File: config.mk
export PLATFORM = sky130hd
export DESIGN_NAME = fetch_stage
export DESIGN_NICKNAME = d
export VERILOG_FILES = /design/src/rtl/fetch_stage.sv
export SDC_FILE = /design/constraint.sdc
export NUM_CORES = 1
export LEC_CHECK = 0
export ABC_CLOCK_PERIOD_IN_PS = 10600
export CORE_ASPECT_RATIO = 1.2
export CORE_UTILIZATION = 30
export CTS_BUF_LIST = sky130_fd_sc_hd__clkbuf_4 sky130_fd_sc_hd__clkbuf_8
export DETAILED_ROUTE_END_ITERATION = 10
export GPL_TIMING_DRIVEN = 0
export SLEW_MARGIN = 20
export SYNTH_ARGS = -nofsm -noshare
export SYNTH_HDL_FRONTEND = slang
export SYNTH_SLANG_ARGS = --single-unit
export TNS_END_PERCENT = 20
File: constraint.sdc
create_clock -name clock -period 10.6 [get_ports clock]
set_clock_uncertainty 0.1 [all_clocks]
set_input_delay 2.65 -clock clock [delete_from_list [all_inputs] [get_ports clock]]
set_output_delay 2.65 -clock clock [all_outputs]
set_load 0.1 [all_outputs]
File: src/rtl/fetch_stage.sv
// Instruction fetch front end: owns the PC, captures {pc, instr} pairs from the
// instruction memory into a small FIFO and presents the head to decode.
module fetch_stage #(
    parameter logic [31:0] RESET_PC   = 32'h0,
    parameter logic [31:0] PC_LIMIT   = 32'd24,
    parameter int          FIFO_DEPTH = 2
) (
    input  logic                        clock,
    input  logic                        reset,
    input  logic                        enable,
    input  logic                        redirect_valid,
    input  logic [31:0]                 redirect_pc,
    output logic [31:0]                 fetch_pc,
    input  logic [31:0]                 fetch_instr,
    output logic                        dec_valid,
    input  logic                        dec_ready,
    output logic [31:0]                 dec_instr,
    output logic [31:0]                 dec_pc,
    output logic [$clog2(FIFO_DEPTH):0] fifo_count
);
    localparam int PW = $clog2(FIFO_DEPTH);
    localparam int CW = PW + 1;

    logic [31:0]   pc;
    logic [31:0]   pc_q    [FIFO_DEPTH];
    logic [31:0]   instr_q [FIFO_DEPTH];
    logic [PW-1:0] head;
    logic [PW-1:0] tail;
    logic [CW-1:0] count;

    logic          full;
    logic          pop;
    logic          push;
    logic [31:0]   pc_inc;
    logic [31:0]   next_pc;
    logic [31:0]   redirect_aligned;
    logic [31:0]   redirect_target;

    assign full             = (count == CW'(FIFO_DEPTH));
    assign pop              = dec_valid & dec_ready;
    assign push             = enable & ~redirect_valid & (~full | pop);
    assign pc_inc           = pc + 32'd4;
    assign next_pc          = (pc_inc >= PC_LIMIT) ? RESET_PC : pc_inc;
    assign redirect_aligned = redirect_pc & ~32'h3;
    assign redirect_target  = (redirect_aligned >= PC_LIMIT) ? RESET_PC : redirect_aligned;

    // Redirect outranks push and pop: a same-cycle pop is dropped with the flush.
    always_ff @(posedge clock) begin
        if (!reset) begin
            pc    <= RESET_PC;
            head  <= '0;
            tail  <= '0;
            count <= '0;
            for (int i = 0; i < FIFO_DEPTH; i++) begin
                pc_q[i]    <= '0;
                instr_q[i] <= '0;
            end
        end else if (redirect_valid) begin
            pc    <= redirect_target;
            head  <= '0;
            tail  <= '0;
            count <= '0;
        end else begin
            if (push) begin
                pc_q[tail]    <= pc;
                instr_q[tail] <= fetch_instr;
                tail          <= tail + PW'(1);
                pc            <= next_pc;
            end
            if (pop) begin
                head <= head + PW'(1);
            end
            if (push && !pop) begin
                count <= count + CW'(1);
            end else if (pop && !push) begin
                count <= count - CW'(1);
            end
        end
    end

    assign fetch_pc   = pc;
    assign dec_valid  = (count != '0);
    assign dec_instr  = instr_q[head];
    assign dec_pc     = pc_q[head];
    assign fifo_count = count;

endmodule

=== After elaboration in Yosys (flattened, before gate mapping) ===
Memories as Yosys holds them, arrays and structs flattened. A register that Yosys moved wholly into a read port is not among the register bits.
Cells that the tools add are included.

* Add/sub/neg operators: 5
* $lt $le $gt $ge: 2
* Eq/ne operators: 1
* Muxes and demuxes: 21
* Bitwise operators: 7
* Reduce and logical (&&, ||, !) cells: 10

{| class="wikitable"
|+ Operators with widths
! kind !! number
|-
| 32-bit 2-to-1 mux || 6
|-
| 32-bit by 5-bit greater-or-equal comparator with 1-bit output (second input constant) || 2
|-
| 32-bit OR reduction || 2
|-
| 32-bit by 3-bit adder with 32-bit output (second input constant) || 1
|-
| 1-bit 2-to-1 mux || 13
|-
| 2-bit nonzero test || 3
|-
| 2-bit 2-to-1 mux || 2
|-
| 1-bit bitwise AND || 3
|-
| 1-bit inverter || 3
|-
| 1-bit adder (second input constant) || 2
|-
| 2-bit by 1-bit adder with 2-bit output (second input constant) || 1
|-
| 2-bit == test (second input constant) || 1
|-
| 1-bit logical AND || 2
|-
| 1-bit zero test || 2
|-
| 2-bit OR reduction || 1
|-
| 2-bit by 1-bit subtractor with 2-bit output (second input constant) || 1
|-
| 1-bit bitwise OR || 1
|}

* Bits in registers: 36
* Bits in writable memories: 128
* Output and inout bits: 99
* Word-level logic and storage cells: 52
* Memories: 2

{| class="wikitable"
|+ Memory list
! memory !! words !! bits a word !! read ports !! clocked after Yosys merged registers in !! wr ports !! line !! RTL
|-
| instr_q || 2 || 32 || 1 || 1 || 2 || 26 || <nowiki>logic [31:0] instr_q [FIFO_DEPTH];</nowiki>
|-
| pc_q || 2 || 32 || 1 || 1 || 2 || 25 || <nowiki>logic [31:0] pc_q [FIFO_DEPTH];</nowiki>
|}

=== Depth between registers and ports, before layout ===
Gate-level depths: netlist of run 1.

* Word-level depth: 10
* Depth in mapped cells: 9
* Depth with buffers taken out: 9

=== Worst setup path before layout of run 1 ===
Ideal clock, no wire load.

* Kind: input to register
* From: input port redirect_valid
* To: memory instr_q[0][0] (enable)
* Setup time: 0.567 ns
* Arrival: 7.644 ns
* Data required time: 9.933 ns
* Path slack: 2.289 ns
* Stages on the path: 5
* Path buffers: 1
* Cells stage by stage: nand2b_1 a21oi_1 buf_1 inv_1 o21ai_0

{| class="wikitable"
|+ RTL lines
! what !! line !! RTL
|-
| start: declaration || 11 || <nowiki>input logic redirect_valid,</nowiki>
|-
| end: declaration || 26 ||
|}

==> impl_metrics.toml, run 1 <==
[worst_setup_path]
cp.arrival_ps = 3250
crit_chain = "clkbuf_1 > clkbuf_1 > mux2_2 > clkdlybuf4s50_1"
critPathMaxFanout = 10
crit_top_cell = "clkbuf_1"
crit_path_end_kind = "primary output"
critPathLaunchType = "register"
cpPeakStageDelay_ps = 1190
required_ps = 7850
cp_slowest_cell = "clkdlybuf4s50_1"
worstSetupPathType = "register to primary output"

[global_routing]
grtUsageTotal = 0.142
grt_pass1_vias = 4687
antenna_found_initial = 0
grt_pass1_wl_um = 25500
overflow = 0
grt_max_degree = 49

[clocking]
ctsHoldBuffers = 0
numCtsBuffers = 17
root_buffer = "clkbuf_8"
cts_setup_buffers = 0
htree_levels = 4
path_clk_slew_ps = 90
cts_resized = 0
clock-sinks = 159
clock_path_buffers = 2
cts_tree = "built"
clk_latency_ps = 450

[route]
drt_iter0_drc = 184
vias = 4772
drt_wl_total_um = 16600
drt_first_pass_iters = 6
wl_per_cell_um = 15.7
vias_per_cell = 4.52
route.detailed.drc = 0
ant_nets = 0

[floorplanning]
row_count = 61
dieArea_sq_mm = 0.0244
die_y_um = 171
die_w_um = 143
io_pins = 168
initial_utilization = 0.307
core_sq_mm = 0.0233

[synth]
yosysTopAreaCellShare = 0.521
yosys_warnings = 0
ys_types = 48
syn_avg_cell_area_sq_um = 13.2
synthArstFlopShare = 0
yosysMostFrequentCell = "and2_1"
syn-cell-area_sq_mm = 0.00714
synth_flop_cell = "edfxtp_1"
synth_cells = 541
yosysTopAreaCell = "edfxtp_1"
ys_seq_area_frac = 0.619
synth.top_cells.by_count = "and2_1, edfxtp_1, mux2_2"
ys_top_cells_by_area = "edfxtp_1, and2_1, dfxtp_1, mux2_2, xnor2_1"
synth_seq_cells = 159
synth_edf_count = 124

[run_status]
status = "completed"

[placement]
gp_congestion = 0.744
placed_cell_area_sq_mm = 0.00929
port_buffers = 161
dp_hpwl_um = 11700

[power_and_ir_drop]
pwr_density_cell_mw_per_mm2 = 150
p_leak_nw = 3.57
vdd_drop_max_uv = 67.2

[sta]
slew_violations = 0
period_share = 0.566
hold_ws_ps = 418
fmax_mhz = 167
finalSetupViolations = 0
period_needed_ps = 6000
tightest_slew_ps = 1070
slew_headroom = 0.284
grt_setup_unrepaired = "false"
final-hold-violation-count = 0
fin_tns_setup_ps = 0

[layout]
final_area_sq_mm = 0.00973
fillers = 2215
drive_gt1_frac = 0.169
synthToLayoutAreaGrowth_pct = 36.2
antenna_cells = 0
nets = 801

[flow_run]
maxCapViolCount = 0

[worst_hold_path]
hold_path.class = "register to register"
state kept, by name (all words and copies together), names as in the netlist, named ones only:
signal / count
instr_q: 64
fifo_count: 2
head: 1
fetch_pc: 30
pc_q: 60
tail: 1
cells by family after synthesis:
group / synth area share
AOI/OAI and AO/OA: 0.0235
xor gates and xnor gates: 0.0196
adders and majority gates: 0.00841
buffers and inverters: 0.0250
DFF: 0.619
muxes: 0.102
other: 0.000525
and+or+nand+nor: 0.202
worst paths after layout:
check | start | end | slack, ps | depth (start not counted)
hold reg to reg | head | head | 420 | 2
setup / recovery | register | dec_pc[17] | 4600 | 4
hold / removal | head | head | 420 | 2
setup reg to reg | fetch_pc[3] | fetch_pc[4] | 7850 | 9
critical path, delay by kind of cell (launching register included):
| family | cells | cell delay [ps] |
|---|---|---|
| flip-flops | 1 | 330 |
| buffers and inverters | 3 | 2180 |
| multiplexers | 1 | 260 |
cell usage in the layout, fill, tap and decap left out, types with 4 or more instances in the layout:
master           synthesis  final
conb_1                   1      4
clkdlybuf4s50_1          0    161
o21ai_0                  7      6
nand3_1                  8      8
nor4_1                  10     10
ha_1                     4      4
a31oi_1                  4      4
nor2_1                  14     14
buf_16                   0      4
clkbuf_1                24     24
edfxtp_1               124    124
clkbuf_8                 0     17
and2_1                 141    141
nand4_1                  9      9
buf_4                    4      4
xnor2_1                 12     12
inv_1                    5      5
dfxtp_1                 35     35
nor3_1                  11     11
inv_6                    0      5
bufinv_16                0      4
xor2_1                   4      4
nand2_1                 14     13
mux2_2                  62     62
per-layer routing:
| layer | vias up | routed length (um) | GRT usage |
|---|---|---|---|
| met3 | 17 | 1040 | 0.0448 |
| met2 | 144 | 8380 | 0.251 |
| li1 | 2306 | - | - |
| met1 | 2305 | 7000 | 0.163 |
| met4 | 0 | 184 | 0.0430 |
| met5 | - | 0 | 0 |
report_power, final:
part	internal, mW	total (mW)	leakage (nW)	switching, mW
Sequential	0.695	0.702	1.58	0.00643
Clock	0.260	0.498	0.219	0.237
Combinational	0.0754	0.256	1.78	0.181
cell type report:
class	count	area, sq um	area share
flip-flops and latches	159	4420	0.455
multi-input cells	346	2570	0.264
repair buffers	165	1720	0.177
well taps	315	394	0.0405
clock buffers	17	234	0.0241
clock inverters	15	205	0.0211
plain buffers	34	160	0.0165
inverters	5	18.8	0.00193
metrics by stage:
step                      std cells  utilization  total power, mW  setup slack [ps]
after floorplan                 544            -            0.896              2290
after global placement         1020        0.393            0.973             -1430
after detailed placement       1024        0.399            0.976              4950
after CTS                      1056        0.418             1.48              4420
after global routing           1056        0.418             1.51              4360
final                          1056        0.418             1.46              4600
Note: power is estimated with default switching activity, not from simulation.
==> run 2: changes to the inputs <==
ABC_CLOCK_PERIOD_IN_PS = 5250   (was 10600)
clock period = 5.25 ns   (was 10.6 ns; I/O delays follow)
==> run 2 against run 1 <==
Non-clock buffer count increased by 1. Sequential power is 100% higher. Flip-flop and latch count is the same. Cell count hardly changed. Utilization rose by 0.10 points. Combinational power up 100%. Highest routed layer unchanged. First-iteration DRC count increased by 4.9%. Critical endpoint unchanged. Clock-buffer cell count increased by 4.
==> impl_metrics.toml, run 2 (synthesis results as in run 1) <==
[sta]
fmax_mhz = 212
grt_setup_unrepaired = "false"
setup_slack_ps = 533
fin_tns_setup_ps = 0
hold_ws_ps = 411
period_share = 0.898
final-hold-violation-count = 0
slew_violations = 0
finalSetupViolations = 0
tightest_slew_ps = 1070
slew_headroom = 0.287
period_needed_ps = 4720

[worst_setup_path]
timing.critical_path.buf_inv = 3
cp.arrival_ps = 3300
reg2reg_from = "fetch_pc[3]"
crit_path_end_kind = "primary output"
cp_slowest_cell = "clkdlybuf4s50_1"
required_ps = 3840
worstSetupPathType = "register to primary output"
critPathMaxFanout = 10
crit_chain = "clkbuf_1 > clkbuf_1 > mux2_2 > clkdlybuf4s50_1"
cpPeakStageDelay_ps = 1190
crit_family = "buffers and inverters"
crit_top_cell = "clkbuf_1"
critPathLaunchType = "register"

[power_and_ir_drop]
p_leak_nw = 3.59
pwr_density_cell_mw_per_mm2 = 300
vdd_drop_max_uv = 143

[route]
ant_nets = 0
route.detailed.drc = 0
vias_per_cell = 4.45
drt_first_pass_iters = 4
drt_wl_total_um = 16400
wl_per_cell_um = 15.5
drt_iter0_drc = 193
vias = 4700

[floorplanning]
die_w_um = 143
io_pins = 168
core_sq_mm = 0.0233
die_y_um = 171
initial_utilization = 0.307
dieArea_sq_mm = 0.0244
row_count = 61

[global_routing]
overflow = 0
antenna_found_initial = 0
grt_pass1_vias = 4702
grt_max_degree = 44
grt_pass1_wl_um = 25400
grtUsageTotal = 0.141

[run_status]
status = "completed"

[layout]
regMostFlops = "instr_q"
nets = 802
synthToLayoutAreaGrowth_pct = 36.5
multi_input_area_sq_mm = 0.00257
drive_gt1_frac = 0.170
final_common_cell = "clkdlybuf4s50_1"
antenna_cells = 0
final_cell_mix = "clkdlybuf4s50_1, and2_1, edfxtp_1, mux2_2, dfxtp_1"
fillers = 2162
largest_reg_flops = 64
regArea_sq_mm = 0.00442

[clocking]
numCtsBuffers = 17
clock_path_buffers = 2
cts_setup_buffers = 0
clock-sinks = 159
cts_tree = "built"
cts_resized = 0
ctsHoldBuffers = 0
root_buffer = "clkbuf_8"
path_clk_slew_ps = 90
clk_latency_ps = 460
htree_levels = 4

[placement]
port_buffers = 161
dp_hpwl_um = 11600
post-place-ws_ps = 911
gp_congestion = 0.747

[flow_run]
maxCapViolCount = 0

[worst_hold_path]
hp-start = "head"
hold_path.class = "register to register"
-- run 2: cell count changes in the layout (fill, tap and decap cells not counted), sizes merged --
cell	delta
buf	+1
clkinv	+4
clkbuf	+4
inv	-7
clkinvlp	-1
-- run 2: metrics by stage --
step | util | cell area (sq um) | total power, mW | std cells
global placement | 0.394 | 9160 | 1.96 | 1020
CTS | 0.419 | 9750 | 2.96 | 1057
floorplan | - | 7160 | 1.81 | 544
detailed placement | 0.400 | 9320 | 1.97 | 1025
global route | 0.419 | 9750 | 3.03 | 1057
finish | 0.419 | 9750 | 2.92 | 1057
-- run 2: area by class of cell --
cell class / count / area share
multi-input cells: 346 / 0.264
inverters: 5 / 0.00192
well taps: 315 / 0.0404
clock buffers: 21 / 0.0277
clock inverters: 11 / 0.0169
repair buffers: 166 / 0.179
plain buffers: 34 / 0.0164
flip-flops and latches: 159 / 0.454
-- run 2: metal layers --
metal	track usage	vias to the layer above	wire length (um)
met5	0	-	0
met1	0.173	2232	7110
met2	0.240	148	8190
met3	0.0305	14	846
met4	0.0561	0	243
li1	-	2306	-
-- run 2: power breakdown --
group	internal, mW	switching, mW	total (mW)	leakage (nW)
Clock	0.545	0.441	0.986	0.224
Combinational	0.155	0.364	0.520	1.79
Sequential	1.40	0.0129	1.42	1.58
-- run 2: worst paths after layout --
| check | endpoint | slack, ps | depth (start not counted) |
|---|---|---|---|
| worst max-delay path | dec_pc[17] | 530 | 4 |
| worst min-delay path | head | 410 | 2 |
| worst max register to register | fetch_pc[4] | 2530 | 9 |
| worst min register to register | head | 410 | 2 |
-- run 2: worst reg2reg max path, cell delays in order (launching register included) --
cell and delay [ps]:
dfxtp_1 510, inv_1 140, ha_1 320, nand2b_1 70
maj3_1 340, o21ai_0 160, nand3_1 90, nor4_1 280
nand4_1 230, o41ai_1 380
